==> config.mk <==
export PLATFORM = sky130hd
export DESIGN_NAME = mas_mod_accumulator_flat
export DESIGN_NICKNAME = d
export VERILOG_FILES = /design/src/rtl/mas_acc_if.sv /design/src/rtl/mas_mod_accumulator.sv /design/src/flat_wrapper.sv
export SDC_FILE = /design/constraint.sdc
export NUM_CORES = 1
export LEC_CHECK = 0
export CORE_MARGIN = 2
export CORE_UTILIZATION = 58
export DETAILED_ROUTE_END_ITERATION = 8
export GPL_ROUTABILITY_DRIVEN = 0
export PLACE_DENSITY = 0.85
export SYNTH_ARGS = -nofsm -noshare
export SYNTH_HDL_FRONTEND = slang
export SYNTH_SLANG_ARGS = --single-unit
==> constraint.sdc <==
create_clock -name clk -period 9.08 [get_ports clk]
set_clock_uncertainty 0.05 [all_clocks]
set_input_delay 2.724 -clock clk [delete_from_list [all_inputs] [get_ports clk]]
set_output_delay 2.724 -clock clk [all_outputs]
set_load 0.03 [all_outputs]
==> src/rtl/mas_acc_if.sv <==
// mas_acc_if
//   Handshake/bus bundle between a driver (master) and the modular-add
//   accumulator (slave).
//   start/q       : frame start pulse and signed modulus
//   in_valid/in_ready, in_dout, in_tcmp : sample stream from the MAS stage
//   out_valid/out_ready, out_sum, out_hits : frame result stream
//   busy, q_err   : status (frame in progress, rejected modulus)
interface mas_acc_if #(
  parameter int CNT_W = 4
);
  logic                    start;
  logic signed [4:0]       q;
  logic                    in_valid;
  logic                    in_ready;
  logic signed [3:0]       in_dout;
  logic        [1:0]       in_tcmp;
  logic                    out_valid;
  logic                    out_ready;
  logic signed [4:0]       out_sum;
  logic        [CNT_W-1:0] out_hits;
  logic                    busy;
  logic                    q_err;

  modport master (
    output start, q, in_valid, in_dout, in_tcmp, out_ready,
    input  in_ready, out_valid, out_sum, out_hits, busy, q_err
  );

  modport slave (
    input  start, q, in_valid, in_dout, in_tcmp, out_ready,
    output in_ready, out_valid, out_sum, out_hits, busy, q_err
  );
endinterface

==> src/rtl/mas_mod_accumulator.sv <==
// mas_mod_accumulator
//   Accumulates FRAME_LEN signed residues from the MAS stage into a running
//   sum modulo q, counts samples whose threshold flag (tcmp[1]) is set, and
//   presents {sum, hits} on a valid/ready output.
// Ports
//   clk   : rising-edge clock
//   rst   : asynchronous active-high reset, clears all state and outputs
//   abort : (only with MAS_ACC_ABORT_EN) drops the frame in progress
//   bus   : mas_acc_if.slave -- start/q, sample stream, result stream, status
// Configuration macro
//   MAS_ACC_ABORT_EN : adds the abort input.
module mas_mod_accumulator #(
  parameter int FRAME_LEN = 8,
  parameter int CNT_W     = $clog2(FRAME_LEN + 1)
) (
  input  logic     clk,
  input  logic     rst,
`ifdef MAS_ACC_ABORT_EN
  input  logic     abort,
`endif
  mas_acc_if.slave bus
);

  typedef enum logic [1:0] {IDLE, ACCUM, EMIT} state_t;

  state_t                  state, state_nxt;
  logic signed [4:0]       acc, q_reg, sum_out;
  logic        [CNT_W-1:0] cnt, hits, hits_out, hits_nxt;
  logic                    q_err_r;
  logic                    q_ok, go, accept, last, abort_hit;
  logic signed [5:0]       sum_raw;
  logic signed [4:0]       acc_nxt;

  // acc is 0..q-1 and the residue -8..7 with q in 8..15, so a single
  // add or subtract of q brings the sum back into 0..q-1.
  function automatic logic signed [4:0] mod_fold(input logic signed [5:0] s,
                                                 input logic signed [5:0] m);
    logic signed [5:0] r;
    if (s >= m)
      r = s - m;
    else if (s < 0)
      r = s + m;
    else
      r = s;
    return r[4:0];
  endfunction

  // q is 5-bit signed, so only the lower bound can be violated.
  assign q_ok     = (bus.q >= 5'sd8);
  assign go       = (state == IDLE) && bus.start && q_ok;
  assign accept   = (state == ACCUM) && bus.in_valid;
  assign last     = accept && (cnt == CNT_W'(FRAME_LEN - 1));
  assign sum_raw  = {acc[4], acc} + {{2{bus.in_dout[3]}}, bus.in_dout};
  assign acc_nxt  = mod_fold(sum_raw, {q_reg[4], q_reg});
  assign hits_nxt = hits + CNT_W'(bus.in_tcmp[1]);

`ifdef MAS_ACC_ABORT_EN
  assign abort_hit = abort && (state != IDLE);
`else
  assign abort_hit = 1'b0;
`endif

  // State register
  always_ff @(posedge clk or posedge rst) begin
    if (rst)
      state <= IDLE;
    else
      state <= state_nxt;
  end

  // Next-state logic; abort overrides any accept or handshake
  always_comb begin
    state_nxt = state;
    case (state)
      IDLE:    if (go) state_nxt = ACCUM;
      ACCUM:   if (last) state_nxt = EMIT;
      EMIT:    if (bus.out_ready) state_nxt = IDLE;
      default: state_nxt = IDLE;
    endcase
    if (abort_hit)
      state_nxt = IDLE;
  end

  // Accumulator, counters and result registers
  always_ff @(posedge clk or posedge rst) begin
    if (rst) begin
      acc      <= '0;
      q_reg    <= '0;
      cnt      <= '0;
      hits     <= '0;
      sum_out  <= '0;
      hits_out <= '0;
      q_err_r  <= 1'b0;
    end else begin
      q_err_r <= (state == IDLE) && bus.start && !q_ok;
      if (abort_hit) begin
        acc  <= '0;
        cnt  <= '0;
        hits <= '0;
      end else if (go) begin
        q_reg <= bus.q;
        acc   <= '0;
        cnt   <= '0;
        hits  <= '0;
      end else if (accept) begin
        acc  <= acc_nxt;
        cnt  <= cnt + CNT_W'(1);
        hits <= hits_nxt;
        // Result registers hold through EMIT and the following IDLE.
        if (last) begin
          sum_out  <= acc_nxt;
          hits_out <= hits_nxt;
        end
      end
    end
  end

  assign bus.in_ready  = (state == ACCUM);
  assign bus.out_valid = (state == EMIT);
  assign bus.busy      = (state != IDLE);
  assign bus.q_err     = q_err_r;
  assign bus.out_sum   = sum_out;
  assign bus.out_hits  = hits_out;

endmodule

==> src/flat_wrapper.sv <==
// flat-port wrapper written by rule: the top's interface ports become plain ports
module mas_mod_accumulator_flat 
#(
  parameter int FRAME_LEN = 8,
  parameter int CNT_W     = $clog2(FRAME_LEN + 1)
)
  (clk, rst, bus_start, bus_q, bus_in_valid, bus_in_dout, bus_in_tcmp, bus_out_ready, bus_in_ready, bus_out_valid, bus_out_sum, bus_out_hits, bus_busy, bus_q_err);
  mas_acc_if #(.CNT_W(CNT_W)) bus_i ();
  input  logic clk;
  input  logic rst;
  input wire logic [$bits(bus_i.start)-1:0] bus_start;
  input wire logic [$bits(bus_i.q)-1:0] bus_q;
  input wire logic [$bits(bus_i.in_valid)-1:0] bus_in_valid;
  input wire logic [$bits(bus_i.in_dout)-1:0] bus_in_dout;
  input wire logic [$bits(bus_i.in_tcmp)-1:0] bus_in_tcmp;
  input wire logic [$bits(bus_i.out_ready)-1:0] bus_out_ready;
  output wire logic [$bits(bus_i.in_ready)-1:0] bus_in_ready;
  output wire logic [$bits(bus_i.out_valid)-1:0] bus_out_valid;
  output wire logic [$bits(bus_i.out_sum)-1:0] bus_out_sum;
  output wire logic [$bits(bus_i.out_hits)-1:0] bus_out_hits;
  output wire logic [$bits(bus_i.busy)-1:0] bus_busy;
  output wire logic [$bits(bus_i.q_err)-1:0] bus_q_err;
  assign bus_i.start = bus_start;
  assign bus_i.q = bus_q;
  assign bus_i.in_valid = bus_in_valid;
  assign bus_i.in_dout = bus_in_dout;
  assign bus_i.in_tcmp = bus_in_tcmp;
  assign bus_i.out_ready = bus_out_ready;
  assign bus_in_ready = bus_i.in_ready;
  assign bus_out_valid = bus_i.out_valid;
  assign bus_out_sum = bus_i.out_sum;
  assign bus_out_hits = bus_i.out_hits;
  assign bus_busy = bus_i.busy;
  assign bus_q_err = bus_i.q_err;
  mas_mod_accumulator #(.FRAME_LEN(FRAME_LEN), .CNT_W(CNT_W)) u_core (.clk(clk), .rst(rst), .bus(bus_i));
endmodule
After elaboration in Yosys (flattened, before gate mapping)
Index checks and enable logic that the tools add are counted.

storage, ports and cells
  bits in registers = 30
  bits of input ports = 16
  output and inout bits = 13
  word-level logic and storage cells = 46

cells by class
  add/subtract/negate cells = 5
  $lt $le $gt $ge = 3
  equal/unequal tests = 6
  mux-type cells = 12
  bitwise logic cells = 1
  reduce and logical (&&, ||, !) cells = 11

operators with widths
  cell                                                      count
  2-to-1 mux 5 bit                                          4
  2-to-1 mux 4 bit                                          4
  adder 5 x 4 -> 6 bit                                      1
  greater-or-equal comparator 6 x 5 -> 1 bit                1
  < comparator 6 x 1 -> 1 bit, second input constant        1
  2-to-1 mux 2 bit                                          3
  one-hot mux 2 bit (3 select lines)                        1
  AND reduction 3 bit                                       2
  adder 5 bit                                               1
  greater-or-equal comparator 5 bit, second input constant  1
  logical AND 1 bit                                         5
  subtractor 5 bit                                          1
  adder 4 x 1 -> 4 bit                                      1
  adder 4 x 1 -> 4 bit, second input constant               1
  == test 4 x 3 -> 1 bit, second input constant             1
  inequality test 2 x 1 -> 1 bit, second input constant     2
  nonzero test 2 bit                                        2
  == test 2 x 1 -> 1 bit, second input constant             1
  == test 2 bit, second input constant                      1
  logical NOT 2 bit                                         1
  inequality test 2 bit, second input constant              1
  logical NOT 1 bit                                         1
  NOT 1 bit                                                 1

Logic depth before layout (Yosys ltp)
  depth in word-level cells = 6
  gate-level depth with buffers = 14
  gate-level depth less buffers = 14

Worst setup path before layout
No wires, ideal clock.

  path type = input -> register
  from = in bus_in_dout[0]
  to = reg u_core.sum_out[0], in the netlist u_core.bus.out_sum[0]
  library setup time = 126 ps
  arrival = 5,112 ps
  data required time = 8,904 ps
  slack = 3,793 ps
  stages on the path = 11
  path buffers = 0
  path through = ha_1 -> inv_1 -> fa_1 -> inv_1 -> fa_1 -> a211oi_2 -> nor2_1 -> o32a_4 -> nor2_4 -> mux2i_1 -> o21ai_1

between the ends
  word-level cells in the longest chain between the ends = 4
  elaborated cells on any way between the ends = 7
  those cells by class = add/sub: 3; order compare: 2; mux: 2

RTL lines
  item                                                               line                                                  text
  start: declaration                                                 flat_wrapper.sv:14                                    input wire logic [$bits(bus_i.in_dout)-1:0] bus_in_dout;
  adder 5 x 4 -> 6 bit (*)                                           mas_mod_accumulator.sv:53                             assign sum_raw = {acc[4], acc} + {{2{bus.in_dout[3]}}, bus.in_dout};
  adder 5 bit / < comparator 6 x 1 -> 1 bit (equally long branches)  mas_mod_accumulator.sv:42, mas_mod_accumulator.sv:41
  2-to-1 mux 5 bit                                                   mas_mod_accumulator.sv:41                             else if (s < 0)
  2-to-1 mux 5 bit (*)                                               mas_mod_accumulator.sv:39                             if (s >= m)
  end signal: assignment                                             mas_mod_accumulator.sv:111                            sum_out <= acc_nxt;
  end: declaration                                                   mas_mod_accumulator.sv:27                             logic signed [4:0] acc, q_reg, sum_out;

Every way passes the cells marked *; elsewhere a longest branch is shown, timed or not.
A chain may end at the register's enable or synchronous reset.

Final worst setup path
  from = in bus_in_dout[0]
  to = reg u_core.sum_out[2], in the netlist u_core.bus.out_sum[2]

The elaborated chain is that of the path after synthesis.

==> impl_metrics.csv <==
group,metric,value,unit
run_status,status,"finished clean",
sta,tns,0,ns
sta,worstMarginPinSlew,1.076,ns
pwr,power,0.9917,mW
yosys,yosys_warnings,0,
grt,grt_max_degree,31,
sta,fin_crit_sh,0.6406,
job,drv_cap,0,
yosys,synth_edf_count,0,
layout,layout_commonest_cell,"dfrtp_1",
clock_tree,clock-sinks,30,
clock_tree,cts_tree,"built",
placement,hpwl,3373,µm
floorplan,rows,20,
clock_tree,ctsResizeCount,0,
clock_tree,numCtsBuffers,5,
critical_path,critPathKind,"input port to register",
floorplan,dieArea,3811,µm²
grt,grt_pass1_wl,7479,µm
yosys,synthArstFlopShare,1.000,
layout,syn_to_final_growth,18.64,%
hold_path,min-delay-path-class,"register to register",
yosys,syn-num-nets,235,
route,drc,0,
layout,antenna_cells,0,
floorplan,initial_utilization,0.6230,
layout,drive_gt1_frac,0.07895,
route,avgViaCountPerCell,5.563,
clock_tree,cts_hold_buf,0,
sta,slew_viol_final,0,
pwr,ir_worst_vdd,0.0002653,V
sta,max_slew_margin,0.2818,
layout,layout_common_cells,"30 x dfrtp_1, 27 x clkdlybuf4s50_1, 25 x nand2_1",
critical_path,worstSetupEndpointType,"register",
yosys,ys.flop_type,"dfrtp_1",
yosys,yosysUniqueCellTypes,43,
clock_tree,worstSkewPairLatency,0.32,ns
floorplan,io_pins,29,
pwr,power_density,432.4,nW/µm²
critical_path,critPathRequiredTime,9.30,ns
layout,fin_nets,264,
critical_path,arrival,6.03,ns
yosys,ys_ff_latch,30,
route,routedWlPerCell,15.89,µm
grt,antenna_found_initial,0,
clock_tree,cts_max_level,2,
route,drt-total-wl,4321,µm
route,first_iter_violations,77,
floorplan,die_w,61.73,µm
grt,grt_pass1_vias,1661,
grt,track_usage,0.2715,
sta,setup_viol,0,
floorplan,die_h,61.73,µm
yosys,syn_inst,198,
route,postRouteAntennaNets,0,
clock_tree,path_clk_slew,0.10,ns
clock_tree,root_buffer,"clkbuf_4",
critical_path,start_kind,"input port",
yosys,synth_area_per_cell,9.763,µm²
route,dr.pass1.iters,4,
placement,io_buffers,27,
clock_tree,cts_buffer_depth,2,
yosys,synth_area,1933,µm²
sta,hold_violations,0,
critical_path,critPathMaxFanout,4,
grt,gr-total-overflow,0,
sta,grt_setup_unrepaired,"false",
clock_tree,post_cts.repair.setup_buffers,0,
sta,fmax,0.1719,GHz
route,num_vias,1513,
pwr,p_leak,1.046,nW
floorplan,core_area,3103,µm²
yosys,synth-seq-area-share,0.3883,
sta,fin_crit,5.817,ns
-- worst max-delay path, cell delays in order --
cell and delay [ns]:
clkdlybuf4s50_1 0.46, ha_1 0.20, inv_1 0.07, fa_1 0.57
inv_1 0.14, fa_1 0.49, a211oi_2 0.23, nor2_1 0.13
o32ai_2 0.43, nor2_1 0.09, a21oi_1 0.29, mux2_2 0.22
-- cells by family (layout without fill, tap and decap cells) --
group / after synthesis / count (layout) / share of synthesized area
compound gates: 51 / 51 / 0.1922
xor+xnor: 11 / 11 / 0.04984
fa+ha+maj: 21 / 21 / 0.1476
buf+inv: 22 / 52 / 0.04790
flops: 30 / 30 / 0.3883
mux: 7 / 7 / 0.03754
simple gates: 56 / 56 / 0.1366
-- Yosys cell counts (2+ instances only) --
| library cell | number | share of area |
|---|---|---|
| a21oi_1 | 6 | 0.016 |
| a22o_1 | 4 | 0.018 |
| fa_1 | 3 | 0.031 |
| xnor2_1 | 6 | 0.027 |
| o21ai_1 | 13 | 0.034 |
| nor2_1 | 14 | 0.027 |
| dfrtp_1 | 30 | 0.39 |
| mux2_2 | 2 | 0.012 |
| nand3_1 | 2 | 0.0052 |
| inv_1 | 16 | 0.031 |
| a211oi_2 | 3 | 0.019 |
| nor3b_1 | 2 | 0.0078 |
| nand2_1 | 25 | 0.049 |
| o21ai_0 | 7 | 0.018 |
| a211oi_1 | 3 | 0.012 |
| mux2i_1 | 5 | 0.026 |
| buf_2 | 2 | 0.0052 |
| ha_1 | 18 | 0.12 |
| xor2_1 | 5 | 0.023 |
| clkbuf_1 | 2 | 0.0039 |
| o31ai_1 | 2 | 0.0078 |
| nor2b_1 | 2 | 0.0065 |
| a21o_1 | 3 | 0.012 |
| o21bai_1 | 2 | 0.0078 |
| nand2b_1 | 3 | 0.0097 |
-- per-layer routing --
metal | vias to the layer above | track usage | part of all wire
li1 | 741 | - | -
met1 | 722 | 0.3038 | 0.41
met2 | 43 | 0.5053 | 0.54
met3 | 7 | 0.06832 | 0.039
met4 | 0 | 0.08207 | 0.016
met5 | - | 0 | 0
-- metrics by stage --
step                hold WS [ns]  std cells    util  worst slack, ns  area (µm²)
global placement          0.4084        264  0.7185            3.101        2230
CTS                       0.4430        272  0.7391            3.333        2293
finish                    0.4430        272  0.7391            3.263        2293
global route              0.4785        272  0.7391            3.121        2293
detailed placement        0.4206        264  0.7185            2.987        2230
floorplan                 0.4026        198       -            3.793        1933
-- where the power goes --
group	switching (mW)	internal (mW)	leakage [nW]
Combinational	0.397	0.286	0.629
Clock	0.0468	0.0372	0.0343
Sequential	0.0392	0.185	0.383
-- final timing paths --
check                                  startpoint                      to  slack [ns]  depth (start not counted)
min in group asynchronous                     rst  u_core.bus.out_hits[1]        2.92                          2
min                        u_core.bus.out_hits[1]  u_core.bus.out_hits[1]        0.44                          2
max in group asynchronous                     rst         u_core.q_reg[1]        5.42                          2
max                                bus_in_dout[0]   u_core.bus.out_sum[2]        3.26                         12
max reg2reg                         u_core.acc[0]   u_core.bus.out_sum[2]        5.70                         11
min reg2reg                u_core.bus.out_hits[1]  u_core.bus.out_hits[1]        0.44                          2
-- cell type report --
| type | instances | area (µm²) |
|---|---|---|
| inverters | 17 | 63.81 |
| repair buffers | 27 | 270.3 |
| fillers | 239 | 809.5 |
| flip-flops and latches | 30 | 750.7 |
| multi-input cells | 146 | 1090 |
| clock buffers | 6 | 51.30 |
| well taps | 44 | 55.05 |
| clock inverters | 2 | 12.51 |
No activity file was read; power rests on OpenSTA's default activity.
